[config.mk]
export PLATFORM = sky130hd
export DESIGN_NAME = channel_display_scheduler_flat
export DESIGN_NICKNAME = d
export VERILOG_FILES = /design/src/rtl/channel_display_scheduler_if.sv /design/src/rtl/channel_display_scheduler.sv /design/src/flat_wrapper.sv
export SDC_FILE = /design/constraint.sdc
export NUM_CORES = 1
export LEC_CHECK = 0
export CORE_UTILIZATION = 35
export DETAILED_ROUTE_END_ITERATION = 6
export HOLD_SLACK_MARGIN = 0.05
export SYNTH_ARGS = -nofsm -noshare
export SYNTH_HDL_FRONTEND = slang
export SYNTH_SLANG_ARGS = --single-unit
[constraint.sdc]
create_clock -name pclk -period 9.11 [get_ports pclk]
set_input_delay 2.2775 -clock pclk [delete_from_list [all_inputs] [get_ports pclk]]
set_output_delay 2.2775 -clock pclk [all_outputs]
set_load 0.05 [all_outputs]
[src/rtl/channel_display_scheduler_if.sv]
// Channel-producer handshake bundle: per-channel request, packed samples and capture acknowledge.
interface channel_display_scheduler_if #(
  parameter int NCH = 13,
  parameter int DW  = 12
);
  logic [NCH-1:0]    req;
  logic [NCH*DW-1:0] data_in;
  logic [NCH-1:0]    ack;

  modport master (output req, output data_in, input ack);
  modport slave  (input req, input data_in, output ack);
endinterface

[src/rtl/channel_display_scheduler.sv]
// Round-robin capture of channel samples into a staging bank, published to the
// display bank during vertical blanking so each frame sees a consistent set.
module channel_display_scheduler #(
  parameter int NCH = 13,
  parameter int DW  = 12,
  parameter int IW  = 4
) (
  input  logic                     pclk,
  input  logic                     rst,
  input  logic                     vblnk_in,
  input  logic                     freeze,
  channel_display_scheduler_if.slave chan,
  output logic [NCH*DW-1:0]        disp_data,
  output logic [NCH-1:0]           disp_valid,
  output logic                     frame_start,
  output logic                     busy,
  output logic [7:0]               frame_cnt
);

  typedef enum logic [1:0] {IDLE, COPY, DONE} state_t;

  state_t          state, state_next;
  logic [DW-1:0]   stage [NCH];
  logic [NCH-1:0]  dirty;
  logic [NCH-1:0]  eligible;
  logic [IW-1:0]   ptr;
  logic [IW-1:0]   grant_idx;
  logic            grant_valid;
  logic [IW-1:0]   idx;
  logic            vb_d;
  logic            rise;
  logic            copy_hit;

  assign eligible = chan.req & ~chan.ack;
  assign rise     = vblnk_in & ~vb_d;
  assign copy_hit = (state == COPY) && vblnk_in && dirty[idx];

  // First eligible channel at or after the pointer, wrapping past NCH-1.
  always_comb begin
    int unsigned   j;
    logic [IW-1:0] jj;
    grant_valid = 1'b0;
    grant_idx   = '0;
    j           = 0;
    jj          = '0;
    for (int unsigned i = 0; i < NCH; i++) begin
      j = int'(ptr) + i;
      if (j >= NCH) j = j - NCH;
      jj = IW'(j);
      if (!grant_valid && eligible[jj]) begin
        grant_valid = 1'b1;
        grant_idx   = jj;
      end
    end
  end

  always_ff @(posedge pclk or negedge rst) begin
    if (!rst) begin
      chan.ack <= '0;
      ptr      <= '0;
      vb_d     <= 1'b0;
      for (int unsigned k = 0; k < NCH; k++) stage[k] <= '0;
    end else begin
      chan.ack <= '0;
      vb_d     <= vblnk_in;
      if (grant_valid) begin
        chan.ack[grant_idx] <= 1'b1;
        stage[grant_idx]    <= chan.data_in[grant_idx*DW +: DW];
        ptr                 <= (grant_idx == IW'(NCH-1)) ? '0 : grant_idx + 1'b1;
      end
    end
  end

  // A fresh capture outranks the publish clear so the new sample goes out next frame.
  always_ff @(posedge pclk or negedge rst) begin
    if (!rst) begin
      dirty <= '0;
    end else begin
      for (int unsigned k = 0; k < NCH; k++) begin
        if (grant_valid && grant_idx == IW'(k))
          dirty[k] <= 1'b1;
        else if (copy_hit && idx == IW'(k))
          dirty[k] <= 1'b0;
      end
    end
  end

  always_ff @(posedge pclk or negedge rst) begin
    if (!rst) state <= IDLE;
    else      state <= state_next;
  end

  always_comb begin
    state_next = state;
    case (state)
      IDLE:    if (rise && !freeze) state_next = COPY;
      COPY:    if (!vblnk_in || idx == IW'(NCH-1)) state_next = DONE;
      DONE:    state_next = IDLE;
      default: state_next = IDLE;
    endcase
  end

  always_comb begin
    busy = (state == COPY);
  end

  always_ff @(posedge pclk or negedge rst) begin
    if (!rst) begin
      idx         <= '0;
      disp_data   <= '0;
      disp_valid  <= '0;
      frame_start <= 1'b0;
      frame_cnt   <= '0;
    end else begin
      frame_start <= (state == IDLE) && rise && !freeze;
      if (state == COPY) idx <= idx + 1'b1;
      else               idx <= '0;
      if (copy_hit) begin
        disp_data[idx*DW +: DW] <= stage[idx];
        disp_valid[idx]         <= 1'b1;
      end
      if (state == DONE) frame_cnt <= frame_cnt + 1'b1;
    end
  end

endmodule
[src/flat_wrapper.sv]
// flat-port wrapper written by rule: the top's interface ports become plain ports
module channel_display_scheduler_flat 
#(
  parameter int NCH = 13,
  parameter int DW  = 12,
  parameter int IW  = 4
)
  (pclk, rst, vblnk_in, freeze, disp_data, disp_valid, frame_start, busy, frame_cnt, chan_req, chan_data_in, chan_ack);
  channel_display_scheduler_if #(.NCH(NCH), .DW(DW)) chan_i ();
  input  logic pclk;
  input  logic rst;
  input  logic vblnk_in;
  input  logic freeze;
  output logic [NCH*DW-1:0] disp_data;
  output logic [NCH-1:0] disp_valid;
  output logic frame_start;
  output logic busy;
  output logic [7:0] frame_cnt;
  input wire logic [$bits(chan_i.req)-1:0] chan_req;
  input wire logic [$bits(chan_i.data_in)-1:0] chan_data_in;
  output wire logic [$bits(chan_i.ack)-1:0] chan_ack;
  assign chan_i.req = chan_req;
  assign chan_i.data_in = chan_data_in;
  assign chan_ack = chan_i.ack;
  channel_display_scheduler #(.NCH(NCH), .DW(DW), .IW(IW)) u_core (.pclk(pclk), .rst(rst), .vblnk_in(vblnk_in), .freeze(freeze), .chan(chan_i), .disp_data(disp_data), .disp_valid(disp_valid), .frame_start(frame_start), .busy(busy), .frame_cnt(frame_cnt));
endmodule
After elaboration in Yosys (flattened, before gate mapping)
Cells that the tools add are included.

word-level totals
  register bits = 371
  input bits = 173
  output and inout bits = 192
  word-level logic and storage cells = 325

operators by class
  add/subtract/negate cells = 29
  multipliers = 2
  order comparisons = 33
  equality and inequality tests = 28
  shift-type cells = 3
  mux-type cells = 110
  bitwise gates (word level) = 7
  reductions and logical operators = 78

operators by type and width
  operator                                                    number
  bitwise mux 156 bit                                         2
  variable shift 12 x 34 -> 156 bit, first input constant     1
  indexed part select 12 x 34 -> 156 bit                      1
  indexed part select 156 x 9 -> 12 bit                       1
  two-way mux 4 bit                                           28
  less-than comparator 4 x 5 -> 1 bit, second input constant  15
  >= comparator 5 x 4 -> 1 bit, second input constant         12
  binary-select mux 1 bit (select 4 bit)                      14
  two-way mux 1 bit                                           55
  subtractor 4 bit, second input constant                     13
  binary-select mux 12 bit (select 4 bit)                     1
  demux 12 bit (select 4 bit)                                 1
  logical AND 1 bit                                           46
  == test 4 bit, second input constant                        10
  two-way mux 12 bit                                          3
  negation 8 -> 34 bit                                        1
  == test 4 x 3 -> 1 bit, second input constant               8
  nonzero test 2 bit                                          13
  adder 4 x 4 -> 5 bit, second input constant                 5
  adder 4 x 3 -> 5 bit, second input constant                 4
  == test 4 x 2 -> 1 bit, second input constant               4
  zero test 1 bit                                             14
  bitwise AND 13 bit                                          1
  two-way mux 13 bit                                          1
  25 further kinds                                            36

Logic depth before layout (Yosys ltp)
  depth in word-level cells = 47
  gate-level depth with buffers = 30
  mapped depth without buffers = 21

Least setup slack after synthesis
Ideal clock, no wire load.

  kind = input -> register
  start = in chan_req[7]
  end = reg u_core.stage[10] (netlist name)
  setup time = 0.125 ns
  arrival = 6.496 ns
  data required time = 8.985 ns
  slack = 2.489 ns
  stages = 19
  buffers on the path = 3
  path through = nor2b_1 clkbuf_1 a211o_1 a221oi_1 nor3b_1 a2111oi_2 a31oi_2 nor3_4 nand3_2 or3_4 nor3_1 nor2_2 inv_2 buf_4 ha_1 nand2_1 nor3b_2 buf_2 mux2_2

between the ends
  word-level cells in the longest chain between the ends = 46
  elaborated cells on any way between the ends = 86
  those cells by class = mul: 1; order compare: 2; shift: 1; mux: 55; bitwise: 2; reduce/logical: 25

RTL lines
  element                                                                          line                             source
  start: declaration                                                               flat_wrapper.sv:19               input wire logic [$bits(chan_i.req)-1:0] chan_req;
  bitwise AND 13 bit *                                                             channel_display_scheduler.sv:34  assign eligible = chan.req & ~chan.ack;
  branches (longest 45 deep; another with binary-select mux 1 bit (select 4 bit))  -
  end signal: indexed assignment                                                   channel_display_scheduler.sv:68  stage[grant_idx] <= chan.data_in[grant_idx*DW +: DW];
  end: declaration                                                                 channel_display_scheduler.sv:23  logic [DW-1:0] stage [NCH];

Mark *: on every way between the ends. The select of a mux whose other input is x is not followed.
A chain may end at the register's enable or synchronous reset.

Worst setup path in the final report
  start = reg u_core.ptr[2]
  end = reg u_core.stage[35] (netlist name)

between the ends
  word-level cells in the longest chain between the ends = 47
  elaborated cells on any way between the ends = 136
  those cells by class = add/sub: 25; mul: 1; order compare: 15; shift: 1; mux: 68; bitwise: 1; reduce/logical: 25

RTL lines
  element                                                        line                             source
  start: declaration                                             channel_display_scheduler.sv:26  logic [IW-1:0] ptr;
  start signal: assignment                                       channel_display_scheduler.sv:69  ptr <= (grant_idx == IW'(NCH-1)) ? '0 : grant_idx + 1'b1;
  branches (longest 47 deep; another with adder 4 x 1 -> 5 bit)  -

Parallel ways; which one is timed is not known. The select of a mux whose other input is x is not followed.

==> impl_metrics.env <==
export IMPL_synthFlopType="dfrtp_1"
export IMPL_synth_commonest_cells="dfrtp_1 (371), nand2_1 (315), mux2_2 (185), o21ai_0 (161), nor2_1 (159)"
export IMPL_crit_chain="buf_4, ha_1, inv_1, ha_1, inv_1, o211ai_1, nand2_1, o2111ai_1, o22ai_1, a21o_1, nor3_4, nand3_2, or3_4, nor2_1, a21oi_1, nor2_2, inv_4, buf_12, mux2i_1, o22ai_1, buf_4, mux2_2"
export IMPL_cpPeakStageDelay_ps=700
export IMPL_ys_seq_area_frac=0.384
export IMPL_route_met2_wl_mm=46.3
export IMPL_clock_latency_ps=560
export IMPL_worstPathRequired_ps=9540
export IMPL_clock_sinks=371
export IMPL_die_h_um=265
export IMPL_ctsHtreeMaxLevel=2
export IMPL_dieWidth_um=265
export IMPL_area_growth_pct=25.3
export IMPL_die_area_sq_um=70200
export IMPL_tightest_slew_ps=1180
export IMPL_rsz0062_at_grt="no"
export IMPL_status="finished, final reports clean"
export IMPL_numPortBuffers=364
export IMPL_fin_nets=3063
export IMPL_async_flop_share=1.00
export IMPL_core_sq_um=68500
export IMPL_drive_gt1_frac=0.169
export IMPL_drv_cap=0
export IMPL_clockBufferDepth=3
export IMPL_grt_max_degree=127
export IMPL_cts_root_buf="clkbuf_16"
export IMPL_syn_inst=2512
export IMPL_top_layer="met4"
export IMPL_path_class="reg -> reg"
export IMPL_syn_area_sq_um=24200
export IMPL_cp_arrival_ps=7670
export IMPL_yosysTopAreaCellShare=0.384
export IMPL_wl_per_cell_um=25.9
export IMPL_cts_tree="done"
export IMPL_cts_hold_buf=0
export IMPL_finClkSkew_ps=23.0
export IMPL_synth_edf_count=0
export IMPL_gp_congestion=0.997
export IMPL_grt_pass1_wl_mm=145
export IMPL_finalCritPeriodShare=0.795
export IMPL_cts_buffers=41
export IMPL_initial_core_util=0.353
export IMPL_first_global_vias=22000
export IMPL_routed_wl_mm=97.5
export IMPL_synth_area_leader_cell="dfrtp_1"
export IMPL_cp_end_kind="flop"
export IMPL_startpoint_type="flop"
export IMPL_rows=96
export IMPL_max_freq_ghz=0.138
export IMPL_synthTopCellsByArea="dfrtp_1 (38%), mux2_2 (8.6%), mux2i_1 (5.3%), nand2_1 (4.9%), mux4_2 (4.7%)"
export IMPL_antenna_left=0
export IMPL_drt_initial_drc_count=1955
export IMPL_ioPinCount=365
export IMPL_drc=0
export IMPL_grt_usage=0.272
export IMPL_clkSlewWorstSetupHoldPaths_ps=60
export IMPL_via_per_inst=5.90
export IMPL_syn_avg_cell_area_sq_um=9.63
export IMPL_vias=22200
export IMPL_routed_wl_met3_mm=5.61
export IMPL_finalMaxSlewViolations=0
export IMPL_finalSetupViolCount=0
export IMPL_critPathSlowestCell="ha_1"
export IMPL_hold_viol_final=0
export IMPL_tns_ps=0
export IMPL_synth_most_common_cell="dfrtp_1"
export IMPL_ys_seq_elements=371
export IMPL_cp_max_fo=21
export IMPL_syn_nets=2725
export IMPL_drt_pass1_iter_count=7
export IMPL_period_needed_ps=7240
export IMPL_post_cts_buffers=0
export IMPL_synthDistinctLibCells=110
export IMPL_hp_class="reg -> reg"
export IMPL_ctsResizeCount=0
export IMPL_yosys_warnings=0
export IMPL_grt_antenna_before_repair=1
export IMPL_path_buf_inv=6
export IMPL_critical_path_top_delay_family="simple AND/OR/NAND/NOR gates"
export IMPL_dp_hpwl_mm=73.6
export IMPL_wirelength_met1_mm=42.0
export IMPL_overflow=0
export IMPL_relSlewSlack=0.209
## through the flow
| step | worst slack [ps] | hold WS, ps | instances | cell area, sq um | utilization |
|---|---|---|---|---|---|
| after floorplan | 2490 | 426 | 2512 | 24200 | - |
| after global placement | 1600 | 450 | 3689 | 29100 | 0.424 |
| after detailed placement | 1540 | 455 | 3689 | 29100 | 0.424 |
| after CTS | 2110 | 465 | 3758 | 30300 | 0.443 |
| after global routing | 1570 | 485 | 3759 | 30300 | 0.443 |
| final | 1870 | 458 | 3759 | 30300 | 0.443 |
## cells by family after synthesis
family          share of synthesized area
compound gates                      0.191
xor+xnor                           0.0189
fa+ha+maj                          0.0207
buf+inv                            0.0443
flops                               0.384
mux                                 0.187
simple gates                        0.154
## worst reg2reg max path, cell delays in order, from the launching register on
cell       delay, ps
dfrtp_2          670
buf_4            390
ha_1             670
inv_1            260
ha_1             700
inv_1            200
o211ai_1         440
nand2_1          190
o2111ai_1        250
o22ai_1          160
a21o_1           240
nor3_4           320
nand3_2          250
or3_4            470
nor2_1           120
a21oi_1           80
nor2_2           310
inv_4            130
buf_12           180
mux2i_1          430
o22ai_1          200
buf_4            190
mux2_2           270
## cells in the final DEF (no fill, tap or decap), drive strengths merged, types with 43 or more instances in the layout
master and count:
o22ai 43, mux2i 130, mux4 50, clkbuf 64, dfrtp 371, inv 56
a31oi 47, clkdlybuf4s50 363, nand2 315, mux2 185, nor2 162, nand3 61
o21ai 170, a21oi 108, buf 108, nor3 52, nand2b 45
## per-layer routing
layer | GRT usage | vias to the layer above
met2 | 0.448 | 876
met1 | 0.366 | 11200
li1 | - | 9910
met3 | 0.0346 | 183
met5 | 0 | -
met4 | 0.0969 | 0
## state kept, by name, indices dropped and copies added (netlist names)
signal              count
u_core.vb_d             1
u_core.ptr              4
u_core.stage          156
u_core.chan.ack        13
u_core.disp_data      156
u_core.frame_start      1
u_core.idx              4
u_core.state            2
u_core.disp_valid      13
u_core.dirty           13
u_core.frame_cnt        8
## path summary, 6_finish.rpt
check / startpoint / to / slack, ps / cells after the start
max in group asynchronous: rst / u_core.idx[0] / 5620 / 2
min in group asynchronous: rst / u_core.disp_data[129] / 1700 / 1
hold reg to reg: u_core.state[1] / u_core.frame_start / 460 / 1
hold / removal: u_core.state[1] / u_core.frame_start / 460 / 1
setup / recovery: u_core.ptr[2] / u_core.stage[35] / 1870 / 22
setup reg to reg: u_core.ptr[2] / u_core.stage[35] / 1870 / 22
## cell type report
class | instances | area (sq um)
fillers | 6559 | 38200
multi-input cells | 1906 | 13900
flip-flops and latches | 371 | 9290
repair buffers | 471 | 4580
clock buffers | 64 | 1210
well taps | 882 | 1100
inverters | 59 | 224
clock inverters | 5 | 35.0
diodes | 1 | 2.50
Power is not shown: default switching activity piles up to over one toggle a cycle in this logic, so the estimate is an artifact.
